`src/rtl/bram_stream_reader_if.sv`:
```
// Bundle of control, BRAM-port and AXI4-Stream signals for bram_stream_reader.
// The master modport is the reader's view; slave is the view of its surroundings.
interface bram_stream_reader_if #(
  parameter int C_DATA_WIDTH = 32,
  parameter int C_ADDR_WIDTH = 4,
  parameter int C_LEN_WIDTH  = 16
);
  localparam int NUM_BYTES = C_DATA_WIDTH / 8;

  logic                    start;
  logic [C_ADDR_WIDTH-1:0] base_addr;
  logic [C_LEN_WIDTH-1:0]  num_words;
  logic                    busy;
  logic                    done;

  logic                    bram_en;
  logic [NUM_BYTES-1:0]    bram_we;
  logic [C_ADDR_WIDTH-1:0] bram_addr;
  logic [C_DATA_WIDTH-1:0] bram_din;
  logic [C_DATA_WIDTH-1:0] bram_dout;

  logic [C_DATA_WIDTH-1:0] m_axis_tdata;
  logic                    m_axis_tvalid;
  logic                    m_axis_tready;
  logic                    m_axis_tlast;

  modport master (
    input  start, base_addr, num_words, bram_dout, m_axis_tready,
    output busy, done, bram_en, bram_we, bram_addr, bram_din,
           m_axis_tdata, m_axis_tvalid, m_axis_tlast
  );

  modport slave (
    output start, base_addr, num_words, bram_dout, m_axis_tready,
    input  busy, done, bram_en, bram_we, bram_addr, bram_din,
           m_axis_tdata, m_axis_tvalid, m_axis_tlast
  );
endinterface

```
`src/rtl/bram_stream_reader.sv`:
```
// Drains a contiguous word region of a BRAM read port onto an AXI4-Stream master,
// one read per cycle, with a 2-entry output FIFO absorbing the 1-cycle read latency.
module bram_stream_reader #(
  parameter int C_DATA_WIDTH = 32,
  parameter int C_ADDR_WIDTH = 4,
  parameter int C_LEN_WIDTH  = 16
) (
  input  logic                  aclk,
  input  logic                  areset,
  bram_stream_reader_if.master  bus
);
  localparam int NUM_BYTES = C_DATA_WIDTH / 8;
  localparam int LOW_BITS  = (NUM_BYTES > 1) ? $clog2(NUM_BYTES) : 0;
  localparam logic [C_ADDR_WIDTH-1:0] ADDR_STEP = C_ADDR_WIDTH'(NUM_BYTES);

  typedef enum logic [1:0] {
    S_IDLE  = 2'd0,
    S_READ  = 2'd1,
    S_DRAIN = 2'd2
  } state_e;

  function automatic logic [C_ADDR_WIDTH-1:0] align_addr(input logic [C_ADDR_WIDTH-1:0] a);
    return (a >> LOW_BITS) << LOW_BITS;
  endfunction

  state_e                  state_q, state_d;
  logic [C_ADDR_WIDTH-1:0] addr_q, addr_d;
  logic [C_LEN_WIDTH-1:0]  rd_left_q, rd_left_d;
  logic [C_LEN_WIDTH-1:0]  out_left_q, out_left_d;
  logic                    done_q, done_d;
  logic                    inflight_q;
  logic [C_DATA_WIDTH-1:0] fifo_q [2];
  logic                    wr_ptr_q, rd_ptr_q;
  logic [1:0]              count_q;

  logic                    pop_s;
  logic [1:0]              occ_s;
  logic                    issue_s;

  assign pop_s   = (count_q != 2'd0) && bus.m_axis_tready;
  assign occ_s   = count_q + {1'b0, inflight_q};
  // A slot freed by this cycle's handshake may be refilled by a read issued in the same cycle.
  assign issue_s = (state_q == S_READ) &&
                   ((occ_s < 2'd2) || ((occ_s == 2'd2) && pop_s));

  always_comb begin
    state_d    = state_q;
    addr_d     = addr_q;
    rd_left_d  = rd_left_q;
    out_left_d = out_left_q;
    done_d     = 1'b0;
    if (pop_s) begin
      out_left_d = out_left_q - C_LEN_WIDTH'(1);
    end else begin
      out_left_d = out_left_q;
    end
    case (state_q)
      S_IDLE: begin
        if (bus.start) begin
          if (bus.num_words != C_LEN_WIDTH'(0)) begin
            state_d    = S_READ;
            addr_d     = align_addr(bus.base_addr);
            rd_left_d  = bus.num_words;
            out_left_d = bus.num_words;
          end else begin
            done_d = 1'b1;
          end
        end else begin
          state_d = S_IDLE;
        end
      end
      S_READ: begin
        if (issue_s) begin
          addr_d    = addr_q + ADDR_STEP;
          rd_left_d = rd_left_q - C_LEN_WIDTH'(1);
          if (rd_left_q == C_LEN_WIDTH'(1)) begin
            state_d = S_DRAIN;
          end else begin
            state_d = S_READ;
          end
        end else begin
          state_d = S_READ;
        end
      end
      S_DRAIN: begin
        // Finish when the FIFO empties this cycle, so done lands right after the last beat.
        if (!inflight_q && ((count_q == 2'd0) || ((count_q == 2'd1) && pop_s))) begin
          state_d = S_IDLE;
          done_d  = 1'b1;
        end else begin
          state_d = S_DRAIN;
        end
      end
      default: begin
        state_d = S_IDLE;
      end
    endcase
  end

  always_ff @(posedge aclk) begin
    if (areset) begin
      state_q    <= S_IDLE;
      addr_q     <= '0;
      rd_left_q  <= '0;
      out_left_q <= '0;
      done_q     <= 1'b0;
    end else begin
      state_q    <= state_d;
      addr_q     <= addr_d;
      rd_left_q  <= rd_left_d;
      out_left_q <= out_left_d;
      done_q     <= done_d;
    end
  end

  always_ff @(posedge aclk) begin
    if (areset) begin
      inflight_q <= 1'b0;
      fifo_q[0]  <= '0;
      fifo_q[1]  <= '0;
      wr_ptr_q   <= 1'b0;
      rd_ptr_q   <= 1'b0;
      count_q    <= 2'd0;
    end else begin
      inflight_q <= issue_s;
      if (inflight_q) begin
        fifo_q[wr_ptr_q] <= bus.bram_dout;
        wr_ptr_q         <= ~wr_ptr_q;
      end
      if (pop_s) begin
        rd_ptr_q <= ~rd_ptr_q;
      end
      count_q <= count_q + {1'b0, inflight_q} - {1'b0, pop_s};
    end
  end

  assign bus.busy          = (state_q != S_IDLE);
  assign bus.done          = done_q;
  assign bus.bram_en       = issue_s;
  assign bus.bram_we       = '0;
  assign bus.bram_addr     = addr_q;
  assign bus.bram_din      = '0;
  assign bus.m_axis_tvalid = (count_q != 2'd0);
  assign bus.m_axis_tdata  = fifo_q[rd_ptr_q];
  assign bus.m_axis_tlast  = (count_q != 2'd0) && (out_left_q == C_LEN_WIDTH'(1));
endmodule

```
`src/flat_wrapper.sv`:
```
// flat-port wrapper written by rule: the top's interface ports become plain ports
module bram_stream_reader_flat 
#(
  parameter int C_DATA_WIDTH = 32,
  parameter int C_ADDR_WIDTH = 4,
  parameter int C_LEN_WIDTH  = 16
)
  (aclk, areset, bus_start, bus_base_addr, bus_num_words, bus_bram_dout, bus_m_axis_tready, bus_busy, bus_done, bus_bram_en, bus_bram_we, bus_bram_addr, bus_bram_din, bus_m_axis_tdata, bus_m_axis_tvalid, bus_m_axis_tlast);
  bram_stream_reader_if #(.C_DATA_WIDTH(C_DATA_WIDTH), .C_ADDR_WIDTH(C_ADDR_WIDTH), .C_LEN_WIDTH(C_LEN_WIDTH)) bus_i ();
  input  logic aclk;
  input  logic areset;
  input wire logic [$bits(bus_i.start)-1:0] bus_start;
  input wire logic [$bits(bus_i.base_addr)-1:0] bus_base_addr;
  input wire logic [$bits(bus_i.num_words)-1:0] bus_num_words;
  input wire logic [$bits(bus_i.bram_dout)-1:0] bus_bram_dout;
  input wire logic [$bits(bus_i.m_axis_tready)-1:0] bus_m_axis_tready;
  output wire logic [$bits(bus_i.busy)-1:0] bus_busy;
  output wire logic [$bits(bus_i.done)-1:0] bus_done;
  output wire logic [$bits(bus_i.bram_en)-1:0] bus_bram_en;
  output wire logic [$bits(bus_i.bram_we)-1:0] bus_bram_we;
  output wire logic [$bits(bus_i.bram_addr)-1:0] bus_bram_addr;
  output wire logic [$bits(bus_i.bram_din)-1:0] bus_bram_din;
  output wire logic [$bits(bus_i.m_axis_tdata)-1:0] bus_m_axis_tdata;
  output wire logic [$bits(bus_i.m_axis_tvalid)-1:0] bus_m_axis_tvalid;
  output wire logic [$bits(bus_i.m_axis_tlast)-1:0] bus_m_axis_tlast;
  assign bus_i.start = bus_start;
  assign bus_i.base_addr = bus_base_addr;
  assign bus_i.num_words = bus_num_words;
  assign bus_i.bram_dout = bus_bram_dout;
  assign bus_i.m_axis_tready = bus_m_axis_tready;
  assign bus_busy = bus_i.busy;
  assign bus_done = bus_i.done;
  assign bus_bram_en = bus_i.bram_en;
  assign bus_bram_we = bus_i.bram_we;
  assign bus_bram_addr = bus_i.bram_addr;
  assign bus_bram_din = bus_i.bram_din;
  assign bus_m_axis_tdata = bus_i.m_axis_tdata;
  assign bus_m_axis_tvalid = bus_i.m_axis_tvalid;
  assign bus_m_axis_tlast = bus_i.m_axis_tlast;
  bram_stream_reader #(.C_DATA_WIDTH(C_DATA_WIDTH), .C_ADDR_WIDTH(C_ADDR_WIDTH), .C_LEN_WIDTH(C_LEN_WIDTH)) u_core (.aclk(aclk), .areset(areset), .bus(bus_i));
endmodule
```
`config.mk`:
```
export PLATFORM = sky130hd
export DESIGN_NAME = bram_stream_reader_flat
export DESIGN_NICKNAME = d
export VERILOG_FILES = /design/src/rtl/bram_stream_reader_if.sv /design/src/rtl/bram_stream_reader.sv /design/src/flat_wrapper.sv
export SDC_FILE = /design/constraint.sdc
export NUM_CORES = 1
export LEC_CHECK = 0
export ABC_AREA = 1
export BUFFER_PORTS_ARGS = -buffer_cell sky130_fd_sc_hd__clkbuf_2
export CORE_MARGIN = 2
export CORE_UTILIZATION = 55
export DETAILED_ROUTE_END_ITERATION = 12
export GPL_TIMING_DRIVEN = 1
export HOLD_SLACK_MARGIN = 0.03
export PLACE_DENSITY = 0.79
export SYNTH_ARGS = -nofsm -noshare
export SYNTH_HDL_FRONTEND = slang
export SYNTH_SLANG_ARGS = --single-unit
```
`constraint.sdc`:
```
create_clock -name aclk -period 2.7 [get_ports aclk]
set_clock_uncertainty 0.1 [all_clocks]
set_input_delay 0.54 -clock aclk [delete_from_list [all_inputs] [get_ports aclk]]
set_output_delay 0.54 -clock aclk [all_outputs]
set_load 0.05 [all_outputs]
```
==> impl_metrics.tcl, run 1 <==
set metrics [dict create \
    run_status "finished clean" \
    finalHoldViolations 0 \
    die_y_um 107 \
    nFillCells 918 \
    syn2layout_area_growth_pct 10.6 \
    final.min_clock_period_ps 2370 \
    worstHoldPathType "input port to register" \
    setup_repair_after_global_routing_missed_its_margin "no" \
    fin_max_slew_vios 0 \
    setup.worst_path.end_class "output port" \
    layout_common_cells "nor2_1, nand2_1, clkbuf_2" \
    drive_gt1_share_pct 20.4 \
    clk_latency_ps 370 \
    drt_drc_violations_left 0 \
    drt-vias-per-instance 5.05 \
    clock_sinks 107 \
    pwr-share-clk_pct 20.0 \
    post-cts-setup-buffer-count 0 \
    power_leakage_uw 0.00314 \
    switching_power_uw 2040 \
    p_total_uw 4810 \
    dp_hpwl_mm 9.14 \
    numCtsBuffers 9 \
    finalNetCount 862 \
    global_route.usage.total_pct 22.7 \
    drt_first_iter_violations 284 \
    yosysSeqAreaShare_pct 47.7 \
    comb_power_share_pct 38.2 \
    cp.arrival_ps 1730 \
    critical_path_peak_fanout 32 \
    dr.pass1.iters 5 \
    grt_pass1_vias 4506 \
    largest_net_degree_at_the_start_of_global_routing 35 \
    postSynthCellCount 714 \
    report.final.setup_viol 0 \
    preCtsSetupSlack_ps 489 \
    final_min_period_over_clock_period_pct 87.8 \
    cp-start-kind "register" \
    pwr_density_cell_nw_per_um2 746 \
    antenna-diode-count 0 \
    yosys.cell_types.count 36 \
    ir_drop_uv 362 \
    synthesized_area_per_cell_um2 8.16 \
    effective_utilization_at_floorplan_pct 56.5 \
    route.vias.total 4753 \
    ios 133 \
    global_route.overflow_total 0 \
    grt.busiest_layer "met2" \
    antenna_violating_nets_post_route 0 \
    clk_transition_reported_paths_ps 110 \
    antenna_found_initial 0 \
    ctsLongestPathBuffers 2 \
    ctsRootBufferMaster "clkbuf_8" \
    cts.htree.levels 3 \
    grt_util_met2_pct 39.7 \
    fp.dieW_um 107 \
    share_seq_of_total_power_pct 41.8 \
    final_hold_slack_ps 316 \
    cellInternalPower_uw 2770 \
    most_common_cell_after_layout_fill_and_taps_aside "nor2_1" \
    tritoncts "done" \
    setup_ws_ps 328 \
    wl_mm 12.6 \
    cts_hold_buf 0 \
    die_area_um2 11400 \
    critical_path_required_ps 2060 \
    grt_util_met3_pct 2.98 \
    gp_routability_congestion 0.867 \
    core.rowCount 37 \
    global_route.usage.met1_pct 27.5 \
    design.core.area_um2 10300 \
    cts-resized-gates 0 \
    synth.yosys.warnings 0 \
    maxClockFrequency_mhz 422 \
    port_buffers 92 \
    tns_ps 0 \
    number_of_register_bits_inferred_by_synthesis 107 \
    sw_frac_of_total_pct 42.4 \
    synth_area_um2 5830 \
    post_drt_wl_per_cell_um 13.4 \
    worst-setup-path-type "register to output port" \
    grt_first_pass_wirelength_mm 20.5 \
    cap_violations 0 \
]
-- through the flow --
| stage | util, % | area, um2 | cells |
|---|---|---|---|
| 2_1_floorplan | - | 5970 | 751 |
| 3_3_place_gp | 60.6 | 6260 | 925 |
| 3_5_place_dp | 60.6 | 6260 | 925 |
| 4_1_cts | 62.5 | 6450 | 941 |
| 5_1_grt | 62.5 | 6450 | 941 |
| 6_report | 62.5 | 6450 | 941 |
-- cell type report --
cell class / instances / area, um2 / area share [%]
inverter: 91 / 344 / 5.34
tap: 136 / 170 / 2.64
clock inverter: 7 / 63.8 / 0.990
sequential: 107 / 2780 / 43.2
clock buffer: 9 / 124 / 1.92
multi-input combinational: 490 / 2430 / 37.8
timing repair buffer: 101 / 528 / 8.19
-- critical path: stages, from the launching register on --
cell and delay, ps:
dfxtp_1 330, buf_4 370, mux2_2 390, clkbuf_2 250
-- flip-flops by register name, summed over array words and instances, names as in the netlist, named ones only --
| name | flops |
|---|---|
| u_core.bus.bram_addr | 2 |
| u_core.bus.done | 1 |
| u_core.count_q | 2 |
| u_core.fifo_q | 64 |
| u_core.inflight_q | 1 |
| u_core.out_left_q | 16 |
| u_core.rd_left_q | 16 |
| u_core.rd_ptr_q | 1 |
| u_core.state_q | 2 |
| u_core.wr_ptr_q | 1 |
-- synth_stat cells --
master	n	area, um2
nor2_1	152	571
nand2_1	120	450
inv_1	89	334
edfxtp_1	64	1920
nand3_1	44	220
dfxtp_1	43	861
buf_4	38	285
o21ai_0	36	180
mux2_2	32	360
a21oi_1	20	100
clkbuf_1	13	48.8
buf_2	8	40.0
ha_1	6	75.1
nor3_1	6	30.0
xor2_1	6	52.6
or2_2	5	31.3
nand4_1	4	25.0
xnor2_1	4	35.0
buf_6	3	33.8
nand2_4	3	33.8
a211oi_1	2	15.0
nand3b_1	2	15.0
clkbuf_2	1	5.00
conb_1	1	3.75
inv_2	1	3.75
inv_4	1	6.26
nand2_2	1	6.26
nand2_8	1	20.0
nor2_2	1	6.26
nor2_4	1	11.3
nor4_1	1	6.26
o211a_1	1	10.0
o211ai_1	1	7.51
o21ai_2	1	8.76
o22a_1	1	8.76
o22ai_1	1	6.26
-- power groups by stage --
| stage | clock, uW | combinational (uW) | sequential (uW) |
|---|---|---|---|
| after detailed placement | 0 | 1830 | 2040 |
| after global placement | 0 | 1790 | 2030 |
| after floorplan | 0 | 1520 | 2030 |
| after CTS | 980 | 1840 | 2010 |
| final | 964 | 1830 | 2010 |
| after global routing | 1040 | 2000 | 2030 |
-- cell families (layout without fill, tap and decap cells) --
| group | Yosys count | after routing | synth area share [%] |
|---|---|---|---|
| adder cells (fa/ha/maj) | 6 | 6 | 1.29 |
| buffers and inverters | 154 | 208 | 13.0 |
| multiplexers | 32 | 32 | 6.18 |
| AND/OR/NAND/NOR | 341 | 341 | 24.5 |
| other | 1 | 38 | 0.0643 |
| flip-flops | 107 | 107 | 47.7 |
| AO/OA/AOI/OAI | 63 | 63 | 5.77 |
| XOR/XNOR | 10 | 10 | 1.50 |
-- routing by layer --
layer	wire length [um]	share of wire, %
met3	825	6.5
met2	6270	50
met1	5160	41
met4	378	3.0
met5	0	0
-- final timing paths --
| kind | slack (ps) | to | from | cells after the start |
|---|---|---|---|---|
| worst max-delay path | 330 | bus_m_axis_tdata[30] | register | 3 |
| worst min-delay path | 320 | u_core.bus.bram_addr[2]$_SDFFE_PP0P_ | bus_base_addr[2] | 3 |
| worst max register to register | 870 | u_core.rd_left_q[12]$_SDFFE_PP0P_ | u_core.count_q[0]$_SDFF_PP0_ | 9 |
| worst min register to register | 360 | u_core.rd_ptr_q$_SDFFE_PP0P_ | u_core.rd_ptr_q$_SDFFE_PP0P_ | 1 |
(Power assumes the default switching activity.)
==> run 2, diff against run 1 <==
- CORE_UTILIZATION: 55 -> 59
- PLACE_DENSITY: 0.79 -> 0.84
- RECOVER_POWER: not set -> 50
- clock period: 2.7 -> 3 ns (I/O delays scaled with it)
==> run 2 against run 1 <==
Net effect: the run now ends with max-capacitance violations left; non-clock buffer count decreased by 1; sequential share of layout area increased by 0.30 points; global-route usage increased by 0.89 points; die area decreased by 6.5%; wire length decreased by 0.93%.
==> impl_metrics.tcl, run 2 (synthesis gave the netlist of run 1 again) <==
set metrics [dict create \
    core.rowCount 36 \
    setup_repair_after_global_routing_missed_its_margin "no" \
    drt_first_iter_violations 323 \
    report.final.setup_viol 0 \
    port_buffers 92 \
    worst_pin_slew_ps 1500 \
    ctsLongestPathBuffers 2 \
    cts_hold_buf 0 \
    grt_first_pass_wirelength_mm 19.8 \
    die_area_um2 10700 \
    cp-start-kind "register" \
    registers.top_by_ff_count "u_core.fifo_q" \
    fin_max_slew_vios 0 \
    cellInternalPower_uw 2480 \
    final.min_clock_period_ps 2560 \
    reg.largest.list "u_core.fifo_q: 64 flops, u_core.out_left_q: 16 flops, u_core.rd_left_q: 16 flops" \
    worst-setup-path-type "register to output port" \
    design.core.area_um2 9680 \
    power_leakage_uw 0.00312 \
    timing.slew.headroom_pct 0.320 \
    clock_sinks 107 \
    pwr_density_cell_nw_per_um2 673 \
    pwr-share-clk_pct 20.2 \
    effective_utilization_at_floorplan_pct 60.2 \
    cts.htree.levels 3 \
    drt_drc_violations_left 0 \
    dp_hpwl_mm 8.98 \
    dr.pass1.iters 5 \
    cp.arrival_ps 1860 \
    worstReg2RegStart "u_core.inflight_q$_SDFF_PP0_" \
    r2r.worst_path.cells 5 \
    setup.worst_path.end_class "output port" \
    r2r-end "u_core.fifo_q[0][25]$_SDFFCE_PN0P_" \
    fp.dieW_um 103 \
    violations "max-capacitance violations" \
    sw_frac_of_total_pct 42.4 \
    clk_transition_reported_paths_ps 110 \
    maxClockFrequency_mhz 390 \
    largest_register_ff_count 64 \
    cap_violations 1 \
    ios 133 \
    finalNetCount 861 \
    final_min_period_over_clock_period_pct 85.5 \
    tns_ps 0 \
    numCtsBuffers 9 \
    ir_drop_uv 327 \
    timing.critical_path.buf_inv 2 \
    global_route.overflow_total 0 \
    worstHoldPathType "register to register" \
    post-cts-setup-buffer-count 0 \
    ctsRootBufferMaster "clkbuf_8" \
    share_seq_of_total_power_pct 42.0 \
    die_y_um 103 \
    antenna_found_initial 0 \
    clk_latency_ps 370 \
    run_status "complete, but fails checks" \
    antenna-diode-count 0 \
    path_delay_family "flip-flops" \
    crit_path_top_delay_cell "dfxtp_1" \
    hold_path_stages 1 \
    comb_power_share_pct 37.9 \
    tritoncts "done" \
    crit_path_max_incr_delay_ps 410 \
    critical_path_peak_fanout 7 \
    global_route.usage.total_pct 23.6 \
    drt-vias-per-instance 5.09 \
    largest_net_degree_at_the_start_of_global_routing 35 \
    post_drt_wl_per_cell_um 13.4 \
    gp_routability_congestion 0.929 \
    layout_common_cells "nor2_1, nand2_1, inv_1" \
    cts-resized-gates 0 \
    most_common_cell_after_layout_fill_and_taps_aside "nor2_1" \
    setup.reg_to_reg.worst_slack_ps 810 \
    antenna_violating_nets_post_route 0 \
    design_area_um2 6400 \
    wl_mm 12.5 \
    switching_power_uw 1830 \
    grt_pass1_vias 4548 \
    drive_gt1_share_pct 18.9 \
    critical_path.cell_chain "ha_1, xor2_1, o21ai_0, nand2_1, inv_1, clkbuf_2" \
    finalHoldViolations 0 \
    hold_start "u_core.rd_ptr_q$_SDFFE_PP0P_" \
    route.vias.total 4773 \
    syn2layout_area_growth_pct 9.85 \
    postPlaceCellArea_um2 6240 \
    critical_path_required_ps 2300 \
]
-- run 2: cell count changes in the layout (fill, tap and decap cells not counted), moves of 3 or more --
cell,before,now
clkbuf_1,0,7
clkbuf_2,92,89
clkinv_4,0,3
buf_4,9,4
inv_8,4,1
-- run 2: final cells by class --
| type | count | area (um2) |
|---|---|---|
| Fill cell | 817 | 3280 |
| Clock inverter | 7 | 70.1 |
| Multi-Input combinational cell | 490 | 2410 |
| Clock buffer | 9 | 124 |
| Tap cell | 133 | 166 |
| Timing Repair Buffer | 100 | 502 |
| Sequential cell | 107 | 2780 |
| Inverter | 91 | 344 |
-- run 2: worst max path at each step --
stage | startpoint | end | slack, ps | cells after the start
after floorplan | u_core.count_q[1]$_SDFF_PP0_ | bus_m_axis_tlast | 8 | 4
after global placement | bus_num_words[1] | u_core.rd_left_q[12]$_SDFFE_PP0P_ | 810 | 11
after detailed placement | bus_num_words[7] | u_core.rd_left_q[12]$_SDFFE_PP0P_ | 770 | 11
after CTS | u_core.count_q[0]$_SDFF_PP0_ | bus_bram_en | 560 | 6
after global routing | u_core.count_q[0]$_SDFF_PP0_ | bus_bram_en | 290 | 6
final | u_core.count_q[0]$_SDFF_PP0_ | bus_bram_en | 440 | 6
-- run 2: per-layer routing --
metal	track usage (%)	vias up	part of all wire, %	wire length, um
met2	41.1	208	50	6220
met1	29.4	2173	42	5250
met5	0	-	0	0
li1	-	2372	-	-
met4	9.51	0	1.7	214
met3	3.29	20	6.6	829
-- run 2: metrics by stage --
step | hold WS, ps | setup WS, ps | std cells | total power, uW | utilization [%]
final | 358 | 436 | 937 | 4310 | 66.1
after global routing | 385 | 287 | 937 | 4540 | 66.1
after CTS | 358 | 562 | 937 | 4330 | 66.5
after detailed placement | 343 | 770 | 921 | 3480 | 64.5
after global placement | 336 | 809 | 921 | 3430 | 64.5
after floorplan | 326 | 8.42 | 751 | 3190 | -
-- run 2: power by group through the flow --
stage	registers (uW)	logic (uW)	clock network [uW]
final	1810	1630	869
after global routing	1830	1790	919
after CTS	1810	1650	873
after detailed placement	1840	1640	0
after global placement	1830	1610	0
after floorplan	1820	1360	0
